`src/rtl/text_video_fetch.sv`:
```
// text_video_fetch: 640x480@60 text-mode generator, fetching 80x60 character cells
// and 8x8 glyph rows from a dedicated RAM read port one cell ahead of the beam.
module text_video_fetch #(
    parameter logic [14:0] SCREEN_BASE = 15'h1000,
    parameter logic [14:0] FONT_BASE   = 15'h0900,
    parameter logic [7:0]  FONT_FIRST  = 8'h20,
    parameter logic [2:0]  FG_RGB      = 3'b111,
    parameter logic [2:0]  BG_RGB      = 3'b000
) (
    input  logic        clk,
    input  logic        rst,
    output logic [14:0] mem_addr,
    input  logic [7:0]  mem_data,
    output logic [2:0]  rgb,
    output logic        hsync,
    output logic        vsync,
    output logic        video_on,
    output logic        frame_start
);
    logic [9:0]  h_q, h_d, v_q, v_d, line;
    logic [14:0] addr_q, addr_d, cell_addr, glyph_addr;
    logic [7:0]  shift_q, shift_d, next_q, next_d;
    logic [2:0]  rgb_q, rgb_d, ph;
    logic [6:0]  col;
    logic        blank_q, blank_d, hs_q, hs_d, vs_q, vs_d, von_q, von_d, fs_q, fs_d;
    logic        late, active, vis, code_ok;

    always_comb begin
        h_d        = (h_q == 10'd799) ? 10'd0 : h_q + 10'd1;
        v_d        = (h_q != 10'd799) ? v_q : (v_q == 10'd524) ? 10'd0 : v_q + 10'd1;
        ph         = h_q[2:0];
        // The last 8 clocks of a line fetch column 0 of the following line
        late       = h_q >= 10'd792;
        line       = !late ? v_q : (v_q == 10'd524) ? 10'd0 : v_q + 10'd1;
        col        = late ? 7'd0 : h_q[9:3] + 7'd1;
        active     = (line < 10'd480) && (col < 7'd80);
        code_ok    = mem_data >= FONT_FIRST;
        cell_addr  = SCREEN_BASE + 15'(line[9:3]) * 15'd80 + 15'(col);
        glyph_addr = FONT_BASE + {4'b0, mem_data - FONT_FIRST, 3'b0} + 15'(line[2:0]);
        addr_d     = addr_q;
        blank_d    = blank_q;
        next_d     = next_q;
        shift_d    = (ph == 3'd7) ? next_q : shift_q;
        if (!active)
            next_d = 8'h00;
        else if (ph == 3'd0)
            addr_d = cell_addr;
        else if (ph == 3'd2) begin
            blank_d = !code_ok;
            addr_d  = code_ok ? glyph_addr : addr_q;
        end else if (ph == 3'd4)
            next_d = blank_q ? 8'h00 : mem_data;
        vis   = (h_q < 10'd640) && (v_q < 10'd480);
        rgb_d = !vis ? 3'b000 : shift_q[~ph] ? FG_RGB : BG_RGB;
        hs_d  = !((h_q >= 10'd656) && (h_q <= 10'd751));
        vs_d  = !((v_q >= 10'd490) && (v_q <= 10'd491));
        von_d = vis;
        fs_d  = (h_q == 10'd0) && (v_q == 10'd0);
    end

    always_ff @(posedge clk or posedge rst) begin
        if (rst) begin
            h_q     <= '0;
            v_q     <= '0;
            addr_q  <= '0;
            blank_q <= 1'b0;
            next_q  <= '0;
            shift_q <= '0;
            rgb_q   <= '0;
            hs_q    <= 1'b1;
            vs_q    <= 1'b1;
            von_q   <= 1'b0;
            fs_q    <= 1'b0;
        end else begin
            h_q     <= h_d;
            v_q     <= v_d;
            addr_q  <= addr_d;
            blank_q <= blank_d;
            next_q  <= next_d;
            shift_q <= shift_d;
            rgb_q   <= rgb_d;
            hs_q    <= hs_d;
            vs_q    <= vs_d;
            von_q   <= von_d;
            fs_q    <= fs_d;
        end
    end

    assign mem_addr    = addr_q;
    assign rgb         = rgb_q;
    assign hsync       = hs_q;
    assign vsync       = vs_q;
    assign video_on    = von_q;
    assign frame_start = fs_q;
endmodule
```
`config.mk`:
```
export PLATFORM = sky130hd
export DESIGN_NAME = text_video_fetch
export DESIGN_NICKNAME = d
export VERILOG_FILES = /design/src/rtl/text_video_fetch.sv
export SDC_FILE = /design/constraint.sdc
export NUM_CORES = 1
export LEC_CHECK = 0
export CAP_MARGIN = 25
export CORE_MARGIN = 2
export CORE_UTILIZATION = 55
export DETAILED_ROUTE_END_ITERATION = 10
export GPL_TIMING_DRIVEN = 1
export PLACE_DENSITY = 0.76
export SLEW_MARGIN = 30
export SYNTH_ARGS = -nofsm -noshare
export SYNTH_HDL_FRONTEND = slang
export SYNTH_SLANG_ARGS = --single-unit
```
`constraint.sdc`:
```
create_clock -name clk -period 7.3 [get_ports clk]
set_input_delay 1.46 -clock clk [delete_from_list [all_inputs] [get_ports clk]]
set_output_delay 1.46 -clock clk [all_outputs]
set_load 0.05 [all_outputs]
```
==> results of run 1 <==
==> flip-flops by register name, summed over array words and instances, names as in the netlist <==
signal       flops
frame_start      1
h_q             10
blank_q          1
video_on         1
next_q           8
mem_addr        15
v_q             10
shift_q          8
vsync            1
hsync            1
rgb              1
==> cells in the final DEF, fill, tap and decap left out, drive strengths merged, types with 3 or more instances in the layout <==
cell type | Yosys | layout
o31ai | 7 | 7
inv | 12 | 12
and3 | 3 | 3
nor2b | 4 | 4
a21o | 4 | 4
dfrtp | 55 | 55
nand2 | 39 | 39
nor3 | 15 | 15
nor4 | 6 | 6
and2 | 4 | 4
a21oi | 21 | 21
or2 | 3 | 3
nand3 | 17 | 17
o21ai | 23 | 23
xnor2 | 11 | 11
clkdlybuf4s50 | 0 | 31
nor3b | 5 | 5
clkinvlp | 0 | 4
and4 | 4 | 4
nand4 | 9 | 9
nor2 | 36 | 36
a31oi | 9 | 9
ha | 23 | 23
xor2 | 9 | 9
mux2 | 23 | 23
clkbuf | 18 | 10
==> cells by family after synthesis <==
kind of cell    share of synthesized area (%)
simple gates                            20.55
compound gates                          13.44
flops                                   37.62
buf+inv                                 5.237
mux                                     9.321
fa+ha+maj                               8.630
xor+xnor                                5.204
==> cell type report <==
| type | instances | area share (%) |
|---|---|---|
| tap | 80 | 2.358 |
| sequential | 57 | 33.67 |
| inverter | 12 | 1.061 |
| clock inverter | 6 | 1.032 |
| clock buffer | 10 | 3.243 |
| multi-input combinational | 302 | 51.15 |
| timing repair buffer | 32 | 7.488 |
==> per-layer routing <==
metal	vias to the layer above	track usage, %	share of wire, %	wire length, um
li1	1460	-	-	-
met1	1493	34.88	47	4076
met2	94	39.21	47	4032
met3	8	3.507	4.5	386
met4	0	9.650	1.4	124
met5	-	0	0	0
==> worst max path at each step <==
| stage | to | slack [ns] | cells past startpoint |
|---|---|---|---|
| after floorplan | mem_addr[12] | 3.20 | 17 |
| after global placement | mem_addr[13] | 2.95 | 17 |
| after CTS | mem_addr[12] | 2.79 | 17 |
| final | mem_addr[12] | 2.78 | 17 |
| after global routing | mem_addr[13] | 2.46 | 17 |
| after detailed placement | mem_addr[12] | 2.83 | 17 |
==> worst register-to-register path, stage by stage, from the launching register on <==
cell and delay, ns:
sky130_fd_sc_hd__dfrtp_1 0.50, sky130_fd_sc_hd__inv_1 0.08, sky130_fd_sc_hd__ha_1 0.19, sky130_fd_sc_hd__nor2b_1 0.13
sky130_fd_sc_hd__and3_1 0.21, sky130_fd_sc_hd__nand2_1 0.16, sky130_fd_sc_hd__nand2_1 0.15, sky130_fd_sc_hd__o31ai_1 0.50
sky130_fd_sc_hd__ha_1 0.34, sky130_fd_sc_hd__ha_1 0.23, sky130_fd_sc_hd__fa_1 0.41, sky130_fd_sc_hd__a21o_1 0.21
sky130_fd_sc_hd__a21oi_1 0.23, sky130_fd_sc_hd__xnor2_1 0.22, sky130_fd_sc_hd__nand3b_1 0.14, sky130_fd_sc_hd__xnor3_1 0.19
sky130_fd_sc_hd__mux2_2 0.27, sky130_fd_sc_hd__mux2_4 0.26
==> stage by stage <==
step           instance area, um2  cells
6_report                     4244    499
3_3_place_gp                 4063    483
5_1_grt                      4244    499
2_1_floorplan                3799    400
3_5_place_dp                 4063    483
4_1_cts                      4244    499
==> report_power, final <==
| part | internal (mW) | switching, mW | leakage, nW |
|---|---|---|---|
| Sequential | 0.322 | 0.00374 | 0.715 |
| Clock | 0.132 | 0.140 | 0.0805 |
| Combinational | 0.0149 | 0.0187 | 1.10 |
| Total | 0.469 | 0.162 | 1.89 |
==> Flow_metrics.wiki, run 1 <==
{| class="wikitable"
! Metric !! Value
|-
| CP Class || register to register
|-
| Final Wtd Congestion || 0.8709
|-
| Standard-cell row count || 30
|-
| Headroom to the max-slew limit || ~44%
|-
| Number of top-level pins || 32
|-
| Number of nets in the layout || 449
|-
| Filler Cell Count || approximately 560
|-
| Final wirelength || ~8600 um
|-
| Setup-violating endpoint count in the final report || 0
|-
| CP startpoint || v_q[0]
|-
| Worst reg2reg path endpoint || mem_addr[12]
|-
| Hold Slack || 0.4963 ns
|-
| Stage delay of the slowest cell on the critical path || 0.50 ns
|-
| Library cell contributing the largest single delay on the critical path || sky130_fd_sc_hd__dfrtp_1
|-
| Hold Path Cell Cnt || 1
|-
| Library cell occupying the most area in the post-synthesis netlist || sky130_fd_sc_hd__dfrtp_1
|-
| Post-synthesis register bit count || 57
|-
| FF-to-FF setup slack || 2.78 ns
|-
| Share of the cycle needed by the critical path after routing || slightly above 60%
|-
| Initial core utilization || 56.22%
|-
| Number of max-cap violations || 0
|-
| Antenna viol nets, final || 0
|-
| Power density over the cells || 148.6 nW/um2
|-
| HP Start || mem_addr[14]
|-
| End-of-flow core utilization || 62.81%
|-
| Buffering stage count on the worst path with inverters included || 1
|-
| Total number of vias || approximately 3.1k
|-
| Number of cells upsized or downsized after cts || 0
|-
| Primary flip-flop cell chosen by synthesis mapping || sky130_fd_sc_hd__dfrtp_1
|-
| Worst hold path endpoint || mem_addr[14]
|-
| Half-perimeter wire length after detailed placement || 5940 um
|-
| Die boundary height || around 87 um
|-
| TritonCTS sink count || 57
|-
| IR Drop Worst-Case VDD || about 0.00011 V
|-
| Startpoint type of the worst setup path || register
|-
| Seq/Total Area, Yosys || 37.62%
|-
| Buffers added on ports || 31
|-
| Cell with the most instances after synthesis || sky130_fd_sc_hd__dfrtp_1
|-
| Post-CTS Setup Bufs || 0
|-
| Min setup slack post-route || 2.781 ns
|-
| Final clock skew || 0.006720 ns
|-
| Start of the worst register-to-register path || v_q[0]
|-
| Leakage Power || 1.895 nW
|-
| TritonCTS clock tree || done
|-
| Data arrival time of the worst path || 4.75 ns
|-
| Synth Net Count || 435
|-
| Warnings from Yosys || 0
|-
| Number of vias per cell || approximately 6
|-
| Crit. End Element || register
|-
| Slew of the pin with the lowest slew margin || 0.8327 ns
|-
| Drt initial violations || 213
|-
| Total power after layout || around 630 uW
|-
| EDFF count, synth || 0
|-
| Number of buffers inserted during clock tree synthesis || 9
|-
| Placement-stage worst setup slack || approximately 2.8 ns
|-
| Hold-fix buffers, CTS || 0
|-
| Ranking of synthesized cells by instance count || 55 x sky130_fd_sc_hd__dfrtp_1, 39 x sky130_fd_sc_hd__nand2_1, 36 x sky130_fd_sc_hd__nor2_1
|-
| Number of buffers on the longest clock path || 2
|-
| Post-synthesis instance total || 400
|-
| Share of synthesized registers carrying an async set or reset || 100.0%
|-
| Floorplan core area || a little under 7000 um2
|-
| Total Die Area || 7587 um2
|-
| Maximum clock rate || 221.3 MHz
|-
| DRT Pass-1 Iters || 5
|-
| Combined flip-flop and latch cell area || 1429 um2
|-
| Post-synthesis instance area || 3799 um2
|-
| Gr usage total || between 20% and 30%
|-
| Status || finished, final reports clean
|-
| Leading post-synthesis cells by cell area || sky130_fd_sc_hd__dfrtp_1 36%, sky130_fd_sc_hd__ha_1 7.6%, sky130_fd_sc_hd__mux2_2 4.4%
|-
| Delay-heaviest family, CP || adder cells
|-
| Clock tree root buffer cell || sky130_fd_sc_hd__clkbuf_8
|-
| Sequence of cells on the critical path || inv_1 -> ha_1 -> nor2b_1 -> and3_1 -> nand2_1 -> nand2_1 -> o31ai_1 -> ha_1 -> ha_1 -> fa_1 -> a21o_1 -> a21oi_1 -> xnor2_1 -> nand3b_1 -> xnor3_1 -> mux2_2 -> mux2_4
|-
| Share of final-layout standard cells stronger than drive strength 1 || 12.89%
|-
| Number of distinct library cells after synthesis || 55
|-
| Count of final max-slew check failures || 0
|-
| Top-area cell type share of the netlist area || 36.23%
|-
| CP dominant cell by count || sky130_fd_sc_hd__ha_1
|-
| Antenna cells || 0
|-
| Synthesized area per cell || 9.497 um2
|-
| Maximum fanout encountered on the critical timing path || 8
|-
| First-pass GRT wire length || between 10,000 and 15,000 um
|-
| Clock transition at the registers of the reported paths || 0.07 ns
|-
| Area added between synthesis and finish || 11.73%
|-
| Req. time, crit path || 7.53 ns
|-
| Clock insertion delay at the later pin of the skew report || 0.34 ns
|-
| Remaining Overflow, GRT || 0
|-
| R2R depth || 17
|-
| Per-cell routed wire length || ~17 um
|-
| Maximum number of pins on one net before global-route repair || between 50 and 60
|-
| Number of global-route vias before repair || 2,955
|-
| H-Tree Level Count || 3
|-
| Horizontal die dimension || 87.11 um
|-
| DR DRC count || 0
|-
| Final Hold Violating Endpoints || 0
|-
| Worst min path class || register to register
|-
| Final critical delay including setup and external delays || 4.519 ns
|-
| Number of antenna violations at the first check in global routing || 0
|-
| RSZ-0062 raised after global routing || false
|-
| Setup Total Neg Slack || 0 ns
|-
| Area of the multi-input gates || roughly 2200 um2
|}
No activity file was read; power rests on OpenSTA's default activity.
==> run 2: changes to the inputs <==
--- a/config.mk
+++ b/config.mk
@@ -7,10 +7,10 @@
 export LEC_CHECK = 0
 export CAP_MARGIN = 25
 export CORE_MARGIN = 2
-export CORE_UTILIZATION = 55
+export CORE_UTILIZATION = 53
 export DETAILED_ROUTE_END_ITERATION = 10
 export GPL_TIMING_DRIVEN = 1
-export PLACE_DENSITY = 0.76
+export PLACE_DENSITY = 0.77
 export SLEW_MARGIN = 30
 export SYNTH_ARGS = -nofsm -noshare
 export SYNTH_HDL_FRONTEND = slang
==> constraint.sdc (replaced) <==
create_clock -name clk -period 3.8 [get_ports clk]
set_input_delay 0.76 -clock clk [delete_from_list [all_inputs] [get_ports clk]]
set_output_delay 0.76 -clock clk [all_outputs]
set_load 0.05 [all_outputs]
==> Flow_metrics.wiki, run 2 (synthesis results as in run 1) <==
{| class="wikitable"
! Metric !! Value
|-
| Maximum fanout encountered on the critical timing path || 5 (was 8)
|-
| H-Tree Level Count || 3 (unchanged)
|-
| Power density over the cells || 253.2 nW/um2 (was 148.6 nW/um2)
|-
| Gr usage total || 26.64% (was 24.89%)
|-
| Share of final-layout standard cells stronger than drive strength 1 || 28.57% (was 12.89%)
|-
| Number of antenna violations at the first check in global routing || 0 (unchanged)
|-
| Total number of vias || 3,300 (was 3,055)
|-
| Antenna viol nets, final || 0 (unchanged)
|-
| Total Die Area || 7861 um2 (was 7587 um2)
|-
| Buffers added on ports || 31 (unchanged)
|-
| Final instance area || 4873 um2 (was 4244 um2)
|-
| Maximum number of pins on one net before global-route repair || 58 (unchanged)
|-
| Horizontal die dimension || 88.66 um (was 87.11 um)
|-
| Capture point of the worst path || mem_addr[12] (unchanged)
|-
| Count of placed standard cells including taps || 545 (was 483)
|-
| Number of nets in the layout || 500 (was 449)
|-
| Most frequent standard cell in the layout excluding fill and tap cells || sky130_fd_sc_hd__dfrtp_1 (unchanged)
|-
| Worst reg2reg path endpoint || mem_addr[12] (unchanged)
|-
| Number of global-route vias before repair || 3,286 (was 2,955)
|-
| Library cell contributing the largest single delay on the critical path || sky130_fd_sc_hd__dfrtp_1 (unchanged)
|-
| Count of final max-slew check failures || 0 (unchanged)
|-
| CP Class || register to register (unchanged)
|-
| Remaining Overflow, GRT || 0 (unchanged)
|-
| IR Drop Worst-Case VDD || 0.0002681 V (was 0.0001093 V)
|-
| Min setup slack post-route || -0.07483 ns (was 2.781 ns)
|-
| Clock insertion delay at the later pin of the skew report || 0.35 ns (was 0.34 ns)
|-
| Post-placement cell area || 4486 um2 (was 4063 um2)
|-
| Data arrival time of the worst path || 4.10 ns (was 4.75 ns)
|-
| Status || finished, violations left (was finished, final reports clean)
|-
| Number of top-level pins || 32 (unchanged)
|-
| Leading cell types in the layout, fill and taps excluded || 55 x sky130_fd_sc_hd__dfrtp_1, 52 x sky130_fd_sc_hd__buf_4, 38 x sky130_fd_sc_hd__nand2_1, 33 x sky130_fd_sc_hd__nor2_1, 31 x sky130_fd_sc_hd__clkdlybuf4s50_1 (was 55 x sky130_fd_sc_hd__dfrtp_1, 39 x sky130_fd_sc_hd__nand2_1, 36 x sky130_fd_sc_hd__nor2_1, 31 x sky130_fd_sc_hd__clkdlybuf4s50_1)
|-
| Setup-violating endpoint count in the final report || 2 (was 0)
|-
| Number of max-cap violations || 0 (unchanged)
|-
| Final Wtd Congestion || 0.8936 (was 0.8709)
|-
| TritonCTS clock tree || done (unchanged)
|-
| Hold Slack || 0.5056 ns (was 0.4963 ns)
|-
| Slew of the pin with the lowest slew margin || 0.8739 ns (was 0.8327 ns)
|-
| TritonCTS sink count || 57 (unchanged)
|-
| Clock transition at the registers of the reported paths || 0.07 ns (about the same)
|-
| DRT Pass-1 Iters || 5 (unchanged)
|-
| Maximum clock rate || 258.1 MHz (was 221.3 MHz)
|-
| End-of-flow core utilization || 70.95% (was 62.81%)
|-
| Initial core utilization || 55.30% (was 56.22%)
|-
| Share of the cycle needed by the critical path after routing || 102.0% (was 61.90%)
|-
| Final wirelength || 9834 um (was 8619 um)
|-
| Floorplan core area || 6869 um2 (was 6756 um2)
|-
| Number of vias per cell || 5.841 (was 6.122)
|-
| RSZ-0062 raised after global routing || true (was false)
|-
| Number of flip-flops under the largest register name || 15 (unchanged)
|-
| Per-cell routed wire length || 17.41 um (was 17.27 um)
|-
| Number of buffers inserted during clock tree synthesis || 9 (unchanged)
|-
| DR DRC count || 0 (unchanged)
|-
| Half-perimeter wire length after detailed placement || 6788 um (was 5940 um)
|-
| Startpoint type of the worst setup path || register (unchanged)
|-
| Violated checks || setup timing
|-
| Number of buffers on the longest clock path || 2 (unchanged)
|-
| Final critical delay including setup and external delays || 3.875 ns (was 4.519 ns)
|-
| First-pass GRT wire length || 15,950 um (was 14,690 um)
|-
| Die boundary height || 88.66 um (was 87.11 um)
|-
| CP startpoint || v_q[7] (was v_q[0])
|-
| Sequence of cells on the critical path || nor4_4 -> and3_4 -> and2_4 -> nor2_2 -> o21ai_2 -> o31ai_4 -> ha_1 -> ha_1 -> a211o_1 -> and3_4 -> o21a_1 -> nor2_2 -> xnor3_1 -> mux2_2 -> mux2_4 (was inv_1 -> ha_1 -> nor2b_1 -> and3_1 -> nand2_1 -> nand2_1 -> o31ai_1 -> ha_1 -> ha_1 -> fa_1 -> a21o_1 -> a21oi_1 -> xnor2_1 -> nand3b_1 -> xnor3_1 -> mux2_2 -> mux2_4)
|-
| Area added between synthesis and finish || 28.29% (was 11.73%)
|-
| Crit. End Element || register (unchanged)
|-
| R2R depth || 15 (was 17)
|-
| Final clock skew || 0.01116 ns (was 0.006720 ns)
|-
| Worst min path class || register to register (unchanged)
|-
| Stage delay of the slowest cell on the critical path || 0.41 ns (was 0.50 ns)
|-
| FF-to-FF setup slack || -0.07 ns (was 2.78 ns)
|-
| Headroom to the max-slew limit || 41.74% (was 44.49%)
|-
| Start of the worst register-to-register path || v_q[7] (was v_q[0])
|-
| Hold-fix buffers, CTS || 0 (unchanged)
|-
| Leakage Power || 2.212 nW (was 1.895 nW)
|-
| Setup Total Neg Slack || -0.07787 ns (was 0 ns)
|-
| Req. time, crit path || 4.03 ns (was 7.53 ns)
|-
| Final Hold Violating Endpoints || 0 (unchanged)
|-
| Drt initial violations || 216 (was 213)
|-
| Clock tree root buffer cell || sky130_fd_sc_hd__clkbuf_8 (unchanged)
|-
| Final non-filler cell total || 565 (was 499)
|-
| Standard-cell row count || 30 (unchanged)
|-
| Antenna cells || 0 (unchanged)
|}
[run 2: worst min-delay path by stage]
stage / to / depth (start not counted) / startpoint / slack, ns
floorplan: shift_q[1] / 1 / shift_q[1] / 0.48
global placement: mem_addr[14] / 1 / mem_addr[14] / 0.47
detailed placement: mem_addr[9] / 1 / mem_addr[9] / 0.49
CTS: shift_q[0] / 1 / shift_q[0] / 0.51
global route: mem_addr[14] / 1 / mem_addr[14] / 0.52
finish: mem_addr[14] / 1 / mem_addr[14] / 0.51
[run 2: per-layer routing]
metal / up-vias / track usage [%] / wire [um]
met5: - / 0 / 0
met4: 0 / 10.19 / 263
met3: 27 / 5.504 / 529
met2: 119 / 43.22 / 4753
met1: 1594 / 35.09 / 4287
li1: 1560 / - / -
[run 2: repair_timing]
action | in CTS | in global routing
pin swaps | 5 | 16
buffers inserted | 3 | 2
endpoints found under the setup margin | 3 | 3
resized for setup | 15 | 19
[run 2: area by class of cell]
| type | count | area (um2) |
|---|---|---|
| Multi-Input combinational cell | 302 | 2397 |
| Fill cell | 502 | 1996 |
| Sequential cell | 57 | 1429 |
| Timing Repair Buffer | 83 | 700.7 |
| Clock buffer | 13 | 168.9 |
| Tap cell | 96 | 120.1 |
| Inverter | 12 | 45.04 |
| Clock inverter | 2 | 12.51 |
[run 2: power by group]
group | internal (mW) | total, mW | switching (mW)
registers | 0.619 | 0.626 | 0.00756
logic | 0.0287 | 0.0660 | 0.0373
clock network | 0.286 | 0.541 | 0.256
total | 0.933 | 1.23 | 0.301
[run 2: worst max-delay path: cells and delay by family (launching register included)]
| family | cells | cell delay (ns) |
|---|---|---|
| muxes | 2 | 0.53 |
| AOI/OAI and AO/OA | 4 | 0.78 |
| adders and majority gates | 2 | 0.65 |
| and+or+nand+nor | 6 | 1.10 |
| xor gates and xnor gates | 1 | 0.30 |
| DFF | 1 | 0.41 |
[run 2: per-stage QoR]
step / power [mW] / worst slack [ns]
floorplan: 0.6780 / -0.06249
global placement: 0.7007 / 0.02301
detailed placement: 0.7039 / -0.1099
CTS: 1.242 / 0.002644
global route: 1.268 / -0.1692
finish: 1.234 / -0.07483
==> run 3: changes to the inputs <==
--- a/config.mk
+++ b/config.mk
@@ -11,7 +11,7 @@
 export DETAILED_ROUTE_END_ITERATION = 10
 export GPL_TIMING_DRIVEN = 1
 export PLACE_DENSITY = 0.77
-export SLEW_MARGIN = 30
+export SLEW_MARGIN = 20
 export SYNTH_ARGS = -nofsm -noshare
 export SYNTH_HDL_FRONTEND = slang
 export SYNTH_SLANG_ARGS = --single-unit
==> results of run 3 <==
The final DEF is identical to that of run 2; final timing and power are the same.
